==> src/rtl/note_playback_if.sv <==
// Bundles the note_playback control, note-memory read port and audio/display outputs.
interface note_playback_if;
   logic        play_in;
   logic [1:0]  bpm_in;
   logic [4:0]  num_measures_in;
   logic [4:0]  addr_out;
   logic [47:0] data_in;
   logic [5:0]  note_out;
   logic        note_valid_out;
   logic [7:0]  slot_out;
   logic        tone_out;
   logic        playing_out;
   logic        done_out;

   // Player side: takes controls and memory data, drives address and audio.
   modport slave (
      input  play_in, bpm_in, num_measures_in, data_in,
      output addr_out, note_out, note_valid_out, slot_out, tone_out, playing_out, done_out
   );

   // Controller / memory side.
   modport master (
      output play_in, bpm_in, num_measures_in, data_in,
      input  addr_out, note_out, note_valid_out, slot_out, tone_out, playing_out, done_out
   );
endinterface

==> src/rtl/note_playback.sv <==
// Plays stored measures from the note memory as a square-wave tone.
// Each 48-bit word is one measure of 8 six-bit eighth-note slots.
// Repeated identical notes sustain without restarting the tone phase.
// The next measure is prefetched while the current one plays, so there is no gap at the boundary.
module note_playback #(
   parameter int EIGHTH_60    = 37_125_000,
   parameter int EIGHTH_80    = 27_843_750,
   parameter int EIGHTH_120   = 18_562_500,
   parameter int MAX_MEASURES = 20,
   parameter int READ_LAT     = 2,
   parameter int TONE_SHIFT   = 0
) (
   input logic            clk_in,
   input logic            rst_in,
   note_playback_if.slave bus
);

   typedef enum logic [1:0] {IDLE, FETCH, PLAY} state_t;

   // Tone half-periods in clk cycles, C4 (index 0) up to A5 (index 21).
   localparam logic [17:0] HALF_ROM [22] = '{
      18'd141902, 18'd133937, 18'd126420, 18'd119324, 18'd112627, 18'd106306,
      18'd100339, 18'd94708,  18'd89392,  18'd84375,  18'd79640,  18'd75170,
      18'd70951,  18'd66968,  18'd63210,  18'd59662,  18'd56314,  18'd53153,
      18'd50170,  18'd47354,  18'd44696,  18'd42188
   };

   localparam logic [4:0] MAX_M     = 5'(MAX_MEASURES);
   localparam logic [3:0] LAT_FETCH = 4'(READ_LAT);
   localparam logic [3:0] LAT_PREF  = 4'(READ_LAT + 1);
   localparam logic [3:0] LAT_SAT   = 4'(READ_LAT + 2);

   state_t      state_reg;
   logic        play_prev_reg;
   logic [4:0]  num_reg;
   logic [4:0]  measure_reg;
   logic [2:0]  slot_reg;
   logic [25:0] eighth_cnt_reg;
   logic [25:0] period_reg;
   logic [3:0]  lat_cnt_reg;
   logic [47:0] cur_buf_reg;
   logic [47:0] next_buf_reg;
   logic [17:0] phase_reg;
   logic        tone_reg;
   logic        note_active_reg;
   logic [5:0]  note_reg;
   logic        note_valid_reg;
   logic [7:0]  slot_out_reg;
   logic        playing_reg;
   logic        done_reg;
   logic [4:0]  addr_reg;

   logic [5:0]  cur_slot_code [8];
   logic [4:0]  num_clamped;
   logic        slot_end;
   logic        last_measure;
   logic        enter_slot;
   logic [5:0]  enter_code;
   logic [4:0]  enter_measure;
   logic [2:0]  enter_slot_idx;
   logic [17:0] half_cur;
   logic        phase_wrap;
   logic [17:0] phase_adv;
   logic        tone_adv;

   function automatic logic is_note(input logic [5:0] code);
      return code[5] && (code[4:0] <= 5'd21);
   endfunction

   function automatic logic [17:0] half_of(input logic [5:0] code);
      if (is_note(code)) return HALF_ROM[code[4:0]] >> TONE_SHIFT;
      return 18'd0;
   endfunction

   function automatic logic [25:0] period_of(input logic [1:0] bpm);
      case (bpm)
         2'b01:   return 26'(EIGHTH_80);
         2'b10:   return 26'(EIGHTH_120);
         default: return 26'(EIGHTH_60);
      endcase
   endfunction

   for (genvar gi = 0; gi < 8; gi++) begin : g_unpack
      assign cur_slot_code[gi] = cur_buf_reg[6*gi +: 6];
   end

   assign num_clamped  = (bus.num_measures_in > MAX_M) ? MAX_M : bus.num_measures_in;
   assign slot_end     = (eighth_cnt_reg == period_reg - 26'd1);
   assign last_measure = (measure_reg == num_reg - 5'd1);
   assign half_cur     = half_of(note_reg);
   assign phase_wrap   = (phase_reg == half_cur - 18'd1);
   assign phase_adv    = phase_wrap ? 18'd0 : phase_reg + 18'd1;
   assign tone_adv     = phase_wrap ? ~tone_reg : tone_reg;

   // Decide whether a new slot begins on this edge, and which code/position it carries.
   always_comb begin
      enter_slot     = 1'b0;
      enter_code     = 6'd0;
      enter_measure  = measure_reg;
      enter_slot_idx = slot_reg + 3'd1;
      if (state_reg == FETCH && bus.play_in && lat_cnt_reg == LAT_FETCH) begin
         enter_slot     = 1'b1;
         enter_code     = bus.data_in[5:0];
         enter_measure  = 5'd0;
         enter_slot_idx = 3'd0;
      end else if (state_reg == PLAY && bus.play_in && slot_end &&
                   !(slot_reg == 3'd7 && last_measure)) begin
         enter_slot = 1'b1;
         if (slot_reg == 3'd7) begin
            enter_code    = next_buf_reg[5:0];
            enter_measure = measure_reg + 5'd1;
         end else begin
            enter_code = cur_slot_code[enter_slot_idx];
         end
      end
   end

   // Playback FSM, slot timing, measure prefetch and tone generation.
   always_ff @(posedge clk_in) begin
      if (rst_in) begin
         state_reg       <= IDLE;
         play_prev_reg   <= 1'b0;
         num_reg         <= '0;
         measure_reg     <= '0;
         slot_reg        <= '0;
         eighth_cnt_reg  <= '0;
         period_reg      <= '0;
         lat_cnt_reg     <= '0;
         cur_buf_reg     <= '0;
         next_buf_reg    <= '0;
         phase_reg       <= '0;
         tone_reg        <= 1'b0;
         note_active_reg <= 1'b0;
         note_reg        <= '0;
         note_valid_reg  <= 1'b0;
         slot_out_reg    <= '0;
         playing_reg     <= 1'b0;
         done_reg        <= 1'b0;
         addr_reg        <= '0;
      end else begin
         play_prev_reg  <= bus.play_in;
         note_valid_reg <= 1'b0;
         done_reg       <= 1'b0;

         // Slot start: publish the note, load the tempo, retrigger or sustain the tone.
         if (enter_slot) begin
            slot_reg       <= enter_slot_idx;
            measure_reg    <= enter_measure;
            slot_out_reg   <= {enter_measure, enter_slot_idx};
            note_reg       <= enter_code;
            note_valid_reg <= 1'b1;
            period_reg     <= period_of(bus.bpm_in);
            eighth_cnt_reg <= '0;
            if (!is_note(enter_code)) begin
               tone_reg        <= 1'b0;
               phase_reg       <= '0;
               note_active_reg <= 1'b0;
            end else if (note_active_reg && enter_code == note_reg) begin
               phase_reg <= phase_adv;
               tone_reg  <= tone_adv;
            end else begin
               tone_reg        <= 1'b1;
               phase_reg       <= '0;
               note_active_reg <= 1'b1;
            end
         end else if (state_reg == PLAY) begin
            eighth_cnt_reg <= eighth_cnt_reg + 26'd1;
            if (note_active_reg) begin
               phase_reg <= phase_adv;
               tone_reg  <= tone_adv;
            end
         end

         case (state_reg)
            IDLE: begin
               if (bus.play_in && !play_prev_reg) begin
                  if (num_clamped == 5'd0) begin
                     done_reg <= 1'b1;
                  end else begin
                     state_reg   <= FETCH;
                     playing_reg <= 1'b1;
                     num_reg     <= num_clamped;
                     measure_reg <= '0;
                     addr_reg    <= '0;
                     lat_cnt_reg <= '0;
                  end
               end
            end
            FETCH: begin
               if (!bus.play_in) begin
                  state_reg       <= IDLE;
                  playing_reg     <= 1'b0;
                  tone_reg        <= 1'b0;
                  phase_reg       <= '0;
                  note_reg        <= '0;
                  note_active_reg <= 1'b0;
                  addr_reg        <= '0;
               end else if (lat_cnt_reg == LAT_FETCH) begin
                  cur_buf_reg <= bus.data_in;
                  state_reg   <= PLAY;
                  lat_cnt_reg <= '0;
               end else begin
                  lat_cnt_reg <= lat_cnt_reg + 4'd1;
               end
            end
            PLAY: begin
               if (!bus.play_in) begin
                  state_reg       <= IDLE;
                  playing_reg     <= 1'b0;
                  tone_reg        <= 1'b0;
                  phase_reg       <= '0;
                  note_reg        <= '0;
                  note_active_reg <= 1'b0;
                  addr_reg        <= '0;
               end else begin
                  // Prefetch: address goes out one cycle into the measure, data lands READ_LAT later.
                  if (lat_cnt_reg == 4'd0) begin
                     if (measure_reg + 5'd1 < num_reg) addr_reg <= measure_reg + 5'd1;
                     lat_cnt_reg <= 4'd1;
                  end else if (lat_cnt_reg == LAT_PREF) begin
                     next_buf_reg <= bus.data_in;
                     lat_cnt_reg  <= LAT_SAT;
                  end else if (lat_cnt_reg < LAT_SAT) begin
                     lat_cnt_reg <= lat_cnt_reg + 4'd1;
                  end
                  if (slot_end && slot_reg == 3'd7) begin
                     if (last_measure) begin
                        done_reg        <= 1'b1;
                        state_reg       <= IDLE;
                        playing_reg     <= 1'b0;
                        tone_reg        <= 1'b0;
                        phase_reg       <= '0;
                        note_reg        <= '0;
                        note_active_reg <= 1'b0;
                     end else begin
                        cur_buf_reg <= next_buf_reg;
                        lat_cnt_reg <= '0;
                     end
                  end
               end
            end
            default: state_reg <= IDLE;
         endcase
      end
   end

   assign bus.addr_out       = addr_reg;
   assign bus.note_out       = note_reg;
   assign bus.note_valid_out = note_valid_reg;
   assign bus.slot_out       = slot_out_reg;
   assign bus.tone_out       = tone_reg;
   assign bus.playing_out    = playing_reg;
   assign bus.done_out       = done_reg;

endmodule
==> src/flat_wrapper.sv <==
// flat-port wrapper written by rule: the top's interface ports become plain ports
module note_playback_flat 
#(
   parameter int EIGHTH_60    = 37_125_000,
   parameter int EIGHTH_80    = 27_843_750,
   parameter int EIGHTH_120   = 18_562_500,
   parameter int MAX_MEASURES = 20,
   parameter int READ_LAT     = 2,
   parameter int TONE_SHIFT   = 0
)
  (clk_in, rst_in, bus_play_in, bus_bpm_in, bus_num_measures_in, bus_data_in, bus_addr_out, bus_note_out, bus_note_valid_out, bus_slot_out, bus_tone_out, bus_playing_out, bus_done_out);
  note_playback_if bus_i ();
  input logic clk_in;
  input logic rst_in;
  input wire logic [$bits(bus_i.play_in)-1:0] bus_play_in;
  input wire logic [$bits(bus_i.bpm_in)-1:0] bus_bpm_in;
  input wire logic [$bits(bus_i.num_measures_in)-1:0] bus_num_measures_in;
  input wire logic [$bits(bus_i.data_in)-1:0] bus_data_in;
  output wire logic [$bits(bus_i.addr_out)-1:0] bus_addr_out;
  output wire logic [$bits(bus_i.note_out)-1:0] bus_note_out;
  output wire logic [$bits(bus_i.note_valid_out)-1:0] bus_note_valid_out;
  output wire logic [$bits(bus_i.slot_out)-1:0] bus_slot_out;
  output wire logic [$bits(bus_i.tone_out)-1:0] bus_tone_out;
  output wire logic [$bits(bus_i.playing_out)-1:0] bus_playing_out;
  output wire logic [$bits(bus_i.done_out)-1:0] bus_done_out;
  assign bus_i.play_in = bus_play_in;
  assign bus_i.bpm_in = bus_bpm_in;
  assign bus_i.num_measures_in = bus_num_measures_in;
  assign bus_i.data_in = bus_data_in;
  assign bus_addr_out = bus_i.addr_out;
  assign bus_note_out = bus_i.note_out;
  assign bus_note_valid_out = bus_i.note_valid_out;
  assign bus_slot_out = bus_i.slot_out;
  assign bus_tone_out = bus_i.tone_out;
  assign bus_playing_out = bus_i.playing_out;
  assign bus_done_out = bus_i.done_out;
  note_playback #(.EIGHTH_60(EIGHTH_60), .EIGHTH_80(EIGHTH_80), .EIGHTH_120(EIGHTH_120), .MAX_MEASURES(MAX_MEASURES), .READ_LAT(READ_LAT), .TONE_SHIFT(TONE_SHIFT)) u_core (.clk_in(clk_in), .rst_in(rst_in), .bus(bus_i));
endmodule
==> config.mk <==
export PLATFORM = sky130hd
export DESIGN_NAME = note_playback_flat
export DESIGN_NICKNAME = d
export VERILOG_FILES = /design/src/rtl/note_playback_if.sv /design/src/rtl/note_playback.sv /design/src/flat_wrapper.sv
export SDC_FILE = /design/constraint.sdc
export NUM_CORES = 1
export LEC_CHECK = 0
export CORE_MARGIN = 2
export CORE_UTILIZATION = 35
export CTS_CLUSTER_SIZE = 24
export DETAILED_ROUTE_END_ITERATION = 10
export PLACE_DENSITY = 0.53
export SLEW_MARGIN = 20
export SYNTH_ARGS = -nofsm -noshare
export SYNTH_HDL_FRONTEND = slang
export SYNTH_SLANG_ARGS = --single-unit
==> constraint.sdc <==
create_clock -name clk_in -period 4.4 [get_ports clk_in]
set_input_delay 0.44 -clock clk_in [delete_from_list [all_inputs] [get_ports clk_in]]
set_output_delay 0.44 -clock clk_in [all_outputs]
set_load 0.02 [all_outputs]
-- Yosys cells after proc, flatten, opt, wreduce, memory -nomap -nowiden
Memory sizes are Yosys's and may differ from the RTL's.
Index checks and enable logic that the tools add are counted.
- memories: 1
- logic and storage cells: 195
- memory bits (read-only): 576
- input port bits: 58
- register bits: 210
- memory list (name ; words ; width ; read ports ; clocked after memory_dff ; wr ports ; RTL line ; source):
    (no name shown) ; 32 ; 18 ; 1 ; 0 ; 0 ; note_playback.sv:71 ; if (is_note(code)) return HALF_ROM[code[4:0]] >> TONE_SHIFT;
- multiplexer cells: 105
- magnitude comparators: 7
- reduce and logical (&&, ||, !) cells: 26
- add/subtract/negate cells: 8
- bitwise logic cells: 5
- equal/unequal tests: 24
- operator list (operator ; count):
    two-way mux 18 bit ; 14
    two-way mux 48 bit ; 5
    one-hot mux 48 bit (2 select lines) ; 1
    two-way mux 5 bit ; 14
    two-way mux 6 bit ; 10
    one-hot mux 26 bit (2 select lines) ; 1
    two-way mux 4 bit ; 10
    one-hot mux 18 bit (2 select lines) ; 1
    two-way mux 1 bit ; 32
    adder 26 x 1 -> 26 bit (second input constant) ; 1
    equality test 26 bit ; 1
    subtractor 26 x 1 -> 26 bit (second input constant) ; 1
    adder 18 x 1 -> 18 bit (second input constant) ; 1
    binary-select mux 6 bit (select 3 bit) ; 1
    equality test 18 bit ; 1
    AND reduction 6 bit ; 3
    subtractor 18 x 1 -> 18 bit (second input constant) ; 1
    one-hot mux 5 bit (3 select lines) ; 1
    two-way mux 2 bit ; 7
    inequality test 2 bit (second input constant) ; 7
    inequality test 3 bit (second input constant) ; 4
    one-hot mux 4 bit (3 select lines) ; 1
    one-hot mux 6 bit (2 select lines) ; 1
    logical AND 1 bit ; 11
    other kinds (35) ; 45

-- Depth between registers and ports, before layout
Gate-level depths: netlist of run 1.
- depth in word-level cells: 17
- gate-level depth with buffers: 17
- gate-level depth less buffers: 15

-- Worst setup path after synthesis of run 1
Ideal clock, no wire load.
- kind: register to register
- start point: register u_core.note_reg[1], in the netlist u_core.bus.note_out[1]
- end point: register u_core.phase_reg[13]
- arrival: 4.149 ns
- path slack: 0.130 ns
- data required time: 4.279 ns
- clock period less this slack: 4.270 ns
- cell stages (with the launch flop): 17
- library setup time: 0.121 ns
- cells stage by stage: dfxtp_1 -> clkbuf_1 -> inv_1 -> ha_1 -> a21bo_1 -> o21ai_0 -> clkbuf_1 -> or2_2 -> ha_1 -> and2_1 -> nand2_1 -> a2111oi_2 -> o2111ai_1 -> a2111oi_4 -> buf_4 -> nor4b_1 -> mux2_2
- longest elaborated chain between the ends: 16
- RTL lines (element ; RTL line ; source):
    start, declared ; note_playback.sv:46 ; logic [5:0] note_reg;
    start signal, assigned ; note_playback.sv:150 ; note_reg <= enter_code;
    NOT 5 -> 6 bit (implied by the code) ; note_playback.sv:71 ;
    memory (32 x 18 bit) ; -- ;
    two-way mux 18 bit (implied by the code) (2 in series) ; note_playback.sv:71 ;
    two-way mux 18 bit ; note_playback.sv:71 ;
    two-way mux 18 bit ; note_playback.sv:72 ; return 18'd0;
    subtractor 18 x 1 -> 18 bit ; note_playback.sv:91 ; assign phase_wrap = (phase_reg == half_cur - 18'd1);
    equality test 18 bit ; note_playback.sv:91 ;
    two-way mux 18 bit ; note_playback.sv:92 ; assign phase_adv = phase_wrap ? 18'd0 : phase_reg + 18'd1;
    two-way mux 18 bit, on equally long branches ; note_playback.sv:168, note_playback.sv:158 ;
    two-way mux 18 bit, on equally long branches ; note_playback.sv:166, note_playback.sv:154 ;
    two-way mux 18 bit * ; note_playback.sv:146 ; if (enter_slot) begin
    two-way mux 18 bit ; note_playback.sv:227 ; if (last_measure) begin
    two-way mux 18 bit ; note_playback.sv:226 ; if (slot_end && slot_reg == 3'd7) begin
    two-way mux 18 bit ; note_playback.sv:207 ; if (!bus.play_in) begin
    one-hot mux 18 bit (2 select lines) * ; note_playback.sv:174 ; case (state_reg)
    end signal, assigned ; note_playback.sv:159 ; phase_reg <= phase_adv;
    end signal, assigned ; note_playback.sv:169 ; phase_reg <= phase_adv;
    end, declared ; note_playback.sv:43 ; logic [17:0] phase_reg;
Mark *: on every way between the ends. The rest lies on a longest branch, timed or not. The select of a mux whose other input is x is not followed.
A chain may end at the register's enable or synchronous reset.

-- Final worst setup path of run 1
- start point: register u_core.period_reg[23]
- end point: register u_core.phase_reg[13]
- longest elaborated chain between the ends: 15
- RTL lines (element ; RTL line ; source):
    start, declared ; note_playback.sv:39 ; logic [25:0] period_reg;
    start signal, assigned ; note_playback.sv:152 ; period_reg <= period_of(bus.bpm_in);
    subtractor 26 x 1 -> 26 bit * ; note_playback.sv:88 ; assign slot_end = (eighth_cnt_reg == period_reg - 26'd1);
    equality test 26 bit * ; note_playback.sv:88 ;
    parallel branches: the longest is 12 deep, another holds less-or-equal comparator 5 bit ; -- ;
    one-hot mux 18 bit (2 select lines) * ; note_playback.sv:174 ;
Mark *: on every way between the ends.

==> results.md, run 1 <==
* Outcome: completed
* Max FO, Critical Path at 11
* Register area share after synthesis at 32.9%
* CTS Buffer Depth at 2
* Drt pass-1 iters at 6
* Die Area at 0.0342 sq mm
* Flop2flop setup slack at 0.40 ns
* Slowest cell on the critical path: a221oi_2
* Final worst-path cycle share at 91.0%
* Core area at 0.0324 sq mm
* Avg WL per Cell at 16.4 microns
* Final setup violating endpoints at 0
* H-tree depth at 4
* Total Wirelength at 31,000 microns
* Worst-path cell chain: inv_1 > ha_1 > ha_1 > buf_4 > nand3_1 > or3_1 > a221oi_2 > and3b_1 > and3b_1 > o221ai_1 > a31oi_2 > buf_4 > o41ai_1 > mux2_2
* RSZ-0062 raised after global routing: false
* Routed vias at 10,000
* Post-Synthesis Cell Area at 0.0115 sq mm
* Synth unique cells at 91
* Highest clock rate at 0.250 GHz
* Final Critical Period at 4.00 ns
* Max transition margin at 42.3%
* Buf+Inv Stages, Crit Path at 3
* Iteration-0 DRC Markers at 687
* Synth Warn # at 0
* Total power at 3450 uW
* Setup TNS at 0 ns
* Number of synthesized flops with an enable pin at 0
* Worst slew pin tran at 0.858 ns
* Cell depth of the worst hold path at 2
* Critical Path Sink Type: flop
* Port Buffer Count at 80
* Total Routing Usage GR at 18.5%
* #FFs+latches synth at 188
* WP data arrival at 4.34 ns
* Fin nets at 1,526
* Avg Inst Size Synth at 8.31 sq um
* Final Cell Area at 0.0133 sq mm
* WHS Endpoint: u_core.next_buf_reg[11]
* Startpoint Class: flop
* Syn nets at 1,474
* Ys flop type: dfxtp_1
* Synth async-reset ratio at 0%
* Pin count of the biggest net entering global routing at 97
* CTS tree: done
* Worst-path clk slew at 0.07 ns
* Worst path top cell family by delay: simple AND/OR/NAND/NOR gates
* Slew Viols, Final at 0
* Placement Setup Slack at 0.347 ns
* Hold_buf cts at 0
* Via/cell ratio at 5.32
* Hold path startpoint: u_core.next_buf_reg[11]
* FF-to-FF path depth at 14
* Row count at 66
* IO Pins at 81
* Global-route wire length before repair at 50,700 microns
* Vias in the first global route at 9,602
* WS Path Type: flop to flop
* Number of antenna violations at the first check in global routing at 2
* Worst-Skew Late Latency at 0.45 ns
* Cell count after synthesis at 1,379
* Peak supply drop at 0.261 mV
* Levels on crit path at 14
* Area Growth Syn to Fin at 16.4%
* Pleak at 0.00459 uW
* DRC at 0
* Worst r2r dst: u_core.phase_reg[13]
* # clock sinks at 188
* Clk_skew at 0.0110 ns
* Hold Violations, Final at 0
* Detail Route Antenna Nets at 0
* Pwr dens at 259 mW/mm^2
* Die H at 185 microns
* Cell Area, Placed at 0.0128 sq mm
* Num CTS Buffers at 17
* Initial Utilization at 35.4%
* Max capacitance violation total at 0
* Overflow left after global routing at 0
* Crit-path max cell delay at 0.44 ns
* RR Startpoint: u_core.period_reg[23]
* Root Driver: clkbuf_16
* GP Congestion at 0.914
* Hold/Removal Path Class: flop to flop
* WP data required at 4.74 ns
* Post-DP HPWL at 22,500 microns
* Layout cell share with drive strength beyond 1 at 10.0%
* Die W at 185 microns
* Final setup margin at 0.396 ns
cells in the final DEF (no fill, tap or decap), types with 9 or more instances in the layout:
| master | n |
|---|---|
| dfxtp_1 | 188 |
| nand3_1 | 43 |
| or3_1 | 10 |
| mux2i_1 | 70 |
| a21o_1 | 9 |
| nor4_1 | 12 |
| ha_1 | 35 |
| mux2_2 | 13 |
| buf_4 | 50 |
| nand2_1 | 165 |
| mux4_2 | 12 |
| nor2_1 | 141 |
| o21ai_0 | 39 |
| nand4_1 | 14 |
| clkdlybuf4s50_1 | 79 |
| xor2_1 | 39 |
| inv_1 | 36 |
| nor2b_1 | 13 |
| nor3_1 | 25 |
| and3_1 | 24 |
| nand2b_1 | 24 |
| and2_1 | 10 |
| xnor2_1 | 38 |
| a211oi_1 | 60 |
| a21oi_1 | 91 |
| clkbuf_16 | 17 |
repair_timing:
item	in CTS	in global routing
hold endpoints to repair	0	0
gates resized for setup	0	1
buffers inserted	0	1
endpoints found under the setup margin	0	2
metal layers:
metal / up-vias / part of all wire [%] / GRT usage, %
met5: - / 0 / 0
met4: 0 / 1.3 / 5.30
met3: 29 / 4.0 / 3.17
met2: 198 / 47 / 30.2
met1: 4748 / 48 / 25.1
li1: 5071 / - / -
metrics by stage:
stage               hold WS [ns]  instances  util [%]
floorplan                  0.436       1379         -
global placement           0.440       1853      39.4
detailed placement         0.446       1853      39.4
CTS                        0.456       1885      41.1
global route               0.472       1888      41.2
finish                     0.452       1888      41.2
synthesized netlist by cell type, types with 7 or more instances:
cell type  number  area share [%]
nor3_1         25             1.1
mux4_2         12             2.4
buf_2          28             1.2
nand4_1        14            0.76
mux2i_1        70             6.1
nand2b_1       24             1.3
nand2_1       165             5.4
a211oi_1       60             3.9
nor2_1        141             4.6
and2_1         10            0.55
a21o_1          9            0.59
xnor2_1        38             2.9
nand3_1        43             1.9
a21oi_1        92             4.0
inv_1          36             1.2
mux2_2         13             1.3
a22o_1          7            0.54
nor4_1         12            0.66
nor2b_1        13            0.71
nor4b_1         8            0.61
ha_1           37             4.0
dfxtp_1       188              33
or3_1          10            0.55
xor2_1         39             3.0
a22oi_1         8            0.52
and3_1         24             1.3
clkbuf_1       57             1.9
o21ai_0        39             1.7
a31oi_1         7            0.38
power by group:
group / total [uW] / switching [uW] / internal (uW)
Sequential: 1710 / 6.30 / 1710
Clock: 1480 / 730 / 755
Combinational: 252 / 141 / 111
Total: 3450 / 877 / 2570
layout make-up:
type                    count  area, sq um
diodes                      2         5.00
clock buffers              20          447
clock inverters            12          105
fillers                  3319        19000
inverters                  37          139
multi-input cells        1057         7130
flip-flops and latches    188         3760
well taps                 442          553
repair buffers            130         1190
cell families after synthesis:
family,after synthesis,synth area share (%)
simple gates,531,22.8
compound gates,316,19.5
flops,188,32.9
buf+inv,134,5.12
mux,96,9.85
xor+xnor,77,5.89
fa+ha+maj,37,4.04
worst min-delay path, cell delays in order, from the launching register on:
cell and delay [ns]:
dfxtp_1 0.31, nand2_1 0.05, a21oi_1 0.05
how the worst max path moves through the flow:
stage                           endpoint                    from
global route        u_core.phase_reg[13]   u_core.period_reg[23]
detailed placement  u_core.phase_reg[13]  u_core.bus.slot_out[1]
floorplan           u_core.phase_reg[13]  u_core.bus.note_out[1]
global placement     u_core.phase_reg[9]   u_core.period_reg[23]
finish              u_core.phase_reg[13]   u_core.period_reg[23]
CTS                 u_core.phase_reg[13]  u_core.bus.slot_out[1]
Power figures use the tool's default switching activity.
==> inputs of run 2 (changes only) <==
--- a/config.mk
+++ b/config.mk
@@ -5,11 +5,13 @@
 export SDC_FILE = /design/constraint.sdc
 export NUM_CORES = 1
 export LEC_CHECK = 0
+export ABC_AREA = 1
 export CORE_MARGIN = 2
 export CORE_UTILIZATION = 35
 export CTS_CLUSTER_SIZE = 24
 export DETAILED_ROUTE_END_ITERATION = 10
 export PLACE_DENSITY = 0.53
+export REMOVE_ABC_BUFFERS = 1
 export SLEW_MARGIN = 20
 export SYNTH_ARGS = -nofsm -noshare
 export SYNTH_HDL_FRONTEND = slang
==> run 2 against run 1 <==
Clock power up 20%. Die area increased by 3.3%. Routed wire length is 20% higher. Fmax increased by 4.7%. Via count rose by 21%. Area after synthesis is 3.4% higher. Final area grew 3.1%. First-iteration DRC count up 32%. Core utilization down 0.096 points. Combinational power is 21% higher. Critical path type unchanged. Largest cell class unchanged. Highest routed layer is now met5.
==> results.md, run 2 <==
* Pin count of the biggest net entering global routing at 97
* Slew Viols, Final at 0
* Fin util at 41.1%
* Area Growth Syn to Fin at 16.1%
* Hold_ws at 0.450 ns
* Fin nets at 2,001
* Layout fillers at 3,595
* Area contributors post-synth: dfxtp_1 32%, nand2_1 16%, nor2_1 8.4%
* Setup TNS at 0 ns
* Hold Violations, Final at 0
* Highest clock rate at 0.262 GHz
* Detail Route Antenna Nets at 0
* Iteration-0 DRC Markers at 907
* Setup repair bufs after CTS at 0
* Number of antenna violations at the first check in global routing at 2
* Post-synth top cells: 491 x nand2_1, 265 x nor2_1, 188 x dfxtp_1, 171 x o21ai_0, 147 x inv_1
* Total Routing Usage GR at 21.3%
* # diodes at 0
* Max capacitance violation total at 0
* Drt pass-1 iters at 5
* WP data required at 4.77 ns
* Die H at 188 microns
* CP most frequent cell: nand2_1
* Via/cell ratio at 5.12
* GP Congestion at 0.904
* Synth area leader: dfxtp_1
* Total Wirelength at 37,300 microns
* Crit-path max cell delay at 0.67 ns
* Synth Warn # at 0
* H-tree depth at 4
* Max transition margin at 56.5%
* Num CTS Buffers at 17
* Pwr dens at 281 mW/mm^2
* Post-Synthesis Cell Area at 0.0118 sq mm
* Worst-path cell chain: inv_1 > buf_4 > ha_1 > or2_2 > nand2_1 > nand2_1 > nor2_1 > nand2_1 > ha_1 > nand2_1 > nand2_1 > nor2_1 > inv_1 > nand2_1 > nor2_1 > nand2_1 > nor2_1 > nand4_2 > buf_4 > nand2_1 > o21ai_0 > nand2_1 > a21oi_1
* Clk_skew at 0.0104 ns
* Max FO, Critical Path at 19
* Initial Utilization at 35.4%
* Synth unique cells at 53
* Peak supply drop at 0.246 mV
* Hold_buf cts at 0
* Die Area at 0.0353 sq mm
* WP data arrival at 4.20 ns
* Die W at 188 microns
* Final setup violating endpoints at 0
* Cell count after synthesis at 1,860
* Number of synthesized flops with an enable pin at 0
* Hold/Removal Path Class: flop to flop
* Commonest cells after routing, fill and taps aside: 490 x nand2_1, 265 x nor2_1, 188 x dfxtp_1, 171 x o21ai_0, 145 x inv_1
* Port Buffer Count at 80
* Synth async-reset ratio at 0%
* Startpoint Class: flop
* Slowest cell on the critical path: dfxtp_1
* Register area share after synthesis at 31.8%
* Area share of the largest cell type after synthesis at 31.8%
* Pleak at 0.00576 uW
* WS Path Type: flop to flop
* Avg Inst Size Synth at 6.37 sq um
* CTS-repair resized insts at 0
* Final Critical Period at 3.82 ns
* Root Driver: clkbuf_16
* Layout cell share with drive strength beyond 1 at 6.36%
* Outcome: completed
* Routed vias at 12,100
* Worst-path clk slew at 0.07 ns
* Critical Path Sink Type: flop
* Row count at 67
* Most common cell after layout, fill and taps aside: nand2_1
* CTS Buffer Depth at 2
* Post-DP HPWL at 27,000 microns
* Overflow left after global routing at 0
* Vias in the first global route at 11,500
* IO Pins at 81
* Global-route wire length before repair at 60,700 microns
* Core area at 0.0334 sq mm
* Avg WL per Cell at 15.8 microns
* CTS tree: done
* Worst slew pin tran at 0.649 ns
* Most frequent cell after synthesis: nand2_1
* #FFs+latches synth at 188
* DRC at 0
* Ys flop type: dfxtp_1
* # clock sinks at 188
* RSZ-0062 raised after global routing: false
* Worst-Skew Late Latency at 0.45 ns
* Final worst-path cycle share at 86.9%
[run 2: cell types whose count changed in the layout (fill, tap and decap cells not counted), sizes merged, moves of 22 or more]
cell    before  now
mux2i       70    0
inv         43  159
a211oi      61    2
xnor2       38   13
nor2       141  279
nand2      165  502
o21ai       44  175
nand2b      24    0
nand3       43  107
a31oi        8   55
and3        24    2
[run 2: report_power, final]
group | switching [uW] | internal (uW) | leakage [uW]
clock network | 706 | 1080 | 0.000312
logic | 176 | 128 | 0.00392
registers | 28.9 | 1750 | 0.00152
total | 912 | 2960 | 0.00576
[run 2: logic make-up (layout without fill, tap and decap cells)]
logic type | count (synthesis) | after routing | share of synthesized area (%)
AOI/OAI and AO/OA | 349 | 349 | 16.3
adders and majority gates | 37 | 37 | 3.91
DFF | 188 | 188 | 31.8
and+or+nand+nor | 986 | 986 | 35.4
xor gates and xnor gates | 54 | 54 | 4.12
buffers and inverters | 246 | 303 | 8.47
[run 2: area by class of cell]
type,count,area (sq um),share of cell area (%)
timing repair buffer,112,1070,7.76
clock inverter,11,216,1.57
inverter,161,606,4.41
multi-input combinational,1426,7090,51.6
tap,448,561,4.08
clock buffer,19,443,3.22
sequential,188,3760,27.4
[run 2: final timing paths]
path	start	end	slack [ns]	cells past startpoint
setup / recovery	u_core.bus.note_out[1]	u_core.phase_reg[6]	0.58	23
hold / removal	u_core.bus.slot_out[6]	u_core.bus.slot_out[6]	0.45	2
setup reg to reg	u_core.bus.note_out[1]	u_core.phase_reg[6]	0.58	23
hold reg to reg	u_core.bus.slot_out[6]	u_core.bus.slot_out[6]	0.45	2
[run 2: critical path, delay by kind of cell (launching register included)]
family,cells,cell delay [ns]
flops,1,0.67
compound gates,2,0.32
simple gates,15,1.58
fa+ha+maj,2,0.51
buf+inv,4,0.69
[run 2: per-layer routing]
metal	part of all wire [%]	GRT usage, %	up-vias
li1	-	-	6195
met1	49	29.8	5560
met2	44	33.6	310
met3	5.5	3.76	45
met4	1.6	5.51	4
met5	0.072	0	-
[run 2: metrics by stage]
step / power [uW] / setup WS, ns / instance area, sq um / cells
after floorplan: 1970 / -0.960 / 11400 / 1775
after global routing: 4010 / 0.157 / 13700 / 2365
final: 3870 / 0.576 / 13700 / 2365
after detailed placement: 2120 / 0.468 / 13000 / 2332
after global placement: 2120 / 0.496 / 13000 / 2332
after CTS: 3900 / 0.416 / 13700 / 2362
==> inputs of run 3 (changes only) <==
--- a/config.mk
+++ b/config.mk
@@ -6,11 +6,13 @@
 export NUM_CORES = 1
 export LEC_CHECK = 0
 export ABC_AREA = 1
+export CELL_PAD_IN_SITES_DETAIL_PLACEMENT = 1
+export CELL_PAD_IN_SITES_GLOBAL_PLACEMENT = 1
 export CORE_MARGIN = 2
 export CORE_UTILIZATION = 35
 export CTS_CLUSTER_SIZE = 24
 export DETAILED_ROUTE_END_ITERATION = 10
-export PLACE_DENSITY = 0.53
+export PLACE_DENSITY = 0.7
 export REMOVE_ABC_BUFFERS = 1
 export SLEW_MARGIN = 20
 export SYNTH_ARGS = -nofsm -noshare
==> run 3 against run 2 <==
First-iteration DRC count is 36% lower. Largest cell class unchanged. Cell count is essentially flat. Highest routed layer unchanged. Register-to-register slack worse by 0.15 ns. Worst hold slack improved by 0.020 ns. Critical path depth unchanged. Sequential power hardly changed. Non-clock buffer count fell by 1. Die area unchanged.
==> results.md, run 3 (same netlist as run 2, synthesis figures left out) <==
* Core area at 0.0334 sq mm
* DRC at 0
* Final setup violating endpoints at 0
* Hold path startpoint: u_core.next_buf_reg[8]
* Routed vias at 12,400
* Die W at 188 microns
* Finished Layout Cells at 2,366
* Total power at 3720 uW
* Sw power at 970 uW
* Worst-Skew Late Latency at 0.46 ns
* Clk_skew at 0.00953 ns
* Total Routing Usage GR at 23.5%
* Worst path top cell family by delay: simple AND/OR/NAND/NOR gates
* Worst-path cell chain: inv_2 > ha_1 > ha_1 > inv_1 > nor2_2 > nand3_1 > nand3_1 > nand2_1 > nor3_2 > nand3_1 > nor2_2 > nand3_2 > nand2_2 > nand2_1 > inv_1 > nand2_1 > nand2_1 > nand2_1 > nand2_1 > buf_4 > nand2_1 > nand2_1 > a21oi_1
* Max transition margin at 43.5%
* Via/cell ratio at 5.26
* Setup repair bufs after CTS at 0
* Int Power at 2750 uW
* Hold_ws at 0.470 ns
* Die H at 188 microns
* Final worst-path cycle share at 90.3%
* Hold Violations, Final at 0
* # clock sinks at 188
* Pin count of the biggest net entering global routing at 97
* Comb power frac at 8.3%
* Startpoint Class: flop
* Crit-path max cell delay at 0.39 ns
* Sequential cell fraction of total power at 47.9%
* Power share of the clock group at 43.8%
* H-tree depth at 4
* Initial Utilization at 35.4%
* Overflow left after global routing at 0
* Net Sw Frac at 26.1%
* Layout fillers at 4,388
* Commonest cells after routing, fill and taps aside: 490 x nand2_1, 265 x nor2_1, 188 x dfxtp_1, 171 x o21ai_0, 145 x inv_1
* Fin util at 40.9%
* Drt pass-1 iters at 4
* Peak supply drop at 0.260 mV
* Critical Path Sink Type: flop
* Fin nets at 2,000
* CTS Buffer Depth at 2
* WS Path Type: flop to flop
* RR Startpoint: u_core.period_reg[23]
* Root Driver: clkbuf_16
* Number of antenna violations at the first check in global routing at 1
* Iteration-0 DRC Markers at 576
* Worst-path clk slew at 0.08 ns
* CP most frequent cell: nand2_1
* Final Cell Area at 0.0137 sq mm
* Hold/Removal Path Class: flop to flop
* Worst Setup SP: u_core.period_reg[23]
* Pleak at 0.00573 uW
* Port Buffer Count at 80
* CTS tree: done
* Hold_buf cts at 0
* Row count at 67
* Outcome: completed
* # diodes at 0
* Max capacitance violation total at 0
* Cell Area, Placed at 0.0130 sq mm
* Die Area at 0.0353 sq mm
* GP Congestion at 0.921
* RSZ-0062 raised after global routing: false
* WP data required at 4.74 ns
* CTS-repair resized insts at 0
* Worst slew pin tran at 0.846 ns
* Area Growth Syn to Fin at 15.5%
* Slew Viols, Final at 0
* Pwr dens at 272 mW/mm^2
* Global-route wire length before repair at 67,200 microns
* Vias in the first global route at 12,700
* IO Pins at 81
* Slowest cell on the critical path: dfxtp_1
* WP data arrival at 4.31 ns
* Layout cell share with drive strength beyond 1 at 6.47%
* Avg WL per Cell at 17.3 microns
* Buf+Inv Stages, Crit Path at 4
* Highest clock rate at 0.252 GHz
* Dpl cells at 2,330
* Post-DP HPWL at 30,200 microns
* Total Wirelength at 41,000 microns
* Num CTS Buffers at 17
* Final Critical Period at 3.97 ns
* Detail Route Antenna Nets at 0
* Most common cell after layout, fill and taps aside: nand2_1
* Max FO, Critical Path at 13
==> run 3: cell types whose count changed in the layout (fill, tap and decap cells not counted), sizes merged <==
| cell | before | now |
|---|---|---|
| clkinv | 4 | 8 |
| inv | 159 | 164 |
| clkinvlp | 3 | 1 |
| clkbuf | 19 | 18 |
| buf | 32 | 31 |
| bufinv | 6 | 2 |
==> run 3: power by group through the flow <==
stage / registers (uW) / clock network (uW) / logic [uW]
2_1_floorplan: 1820 / 0 / 159
3_3_place_gp: 1820 / 0 / 305
3_5_place_dp: 1820 / 0 / 311
4_1_cts: 1780 / 1660 / 314
5_1_grt: 1790 / 1720 / 347
6_report: 1780 / 1630 / 310
==> run 3: area by class of cell <==
class,count,area (sq um),area share [%]
inverter,161,606,4.43
clock inverter,14,159,1.16
timing repair buffer,111,1060,7.74
tap,448,561,4.10
clock buffer,18,439,3.21
multi-input combinational,1426,7090,51.8
sequential,188,3760,27.5
==> run 3: final timing paths <==
check / end / slack (ns) / cells past startpoint
setup reg to reg: u_core.phase_reg[12] / 0.43 / 23
hold / removal: u_core.cur_buf_reg[8] / 0.47 / 2
setup / recovery: u_core.phase_reg[12] / 0.43 / 23
hold reg to reg: u_core.cur_buf_reg[8] / 0.47 / 2
==> run 3: metrics by stage <==
step	worst slack (ns)	TNS, ns
after floorplan	-0.960	-46.06
after global placement	0.654	0
after detailed placement	0.459	0
after CTS	0.375	0
after global routing	0.0260	0
final	0.427	0
==> run 3: tightest hold or removal path: cells and delay by family, from the launching register on <==
family	cells	cell delay, ns
simple gates	1	0.05
compound gates	1	0.07
flops	1	0.31
==> run 3: metal layers <==
layer | track usage [%] | share of wire [%] | vias up
met5 | 0 | 0.032 | -
met3 | 3.61 | 3.5 | 36
met4 | 5.60 | 1.3 | 2
met2 | 40.9 | 48 | 171
li1 | - | - | 6190
met1 | 30.4 | 47 | 6039
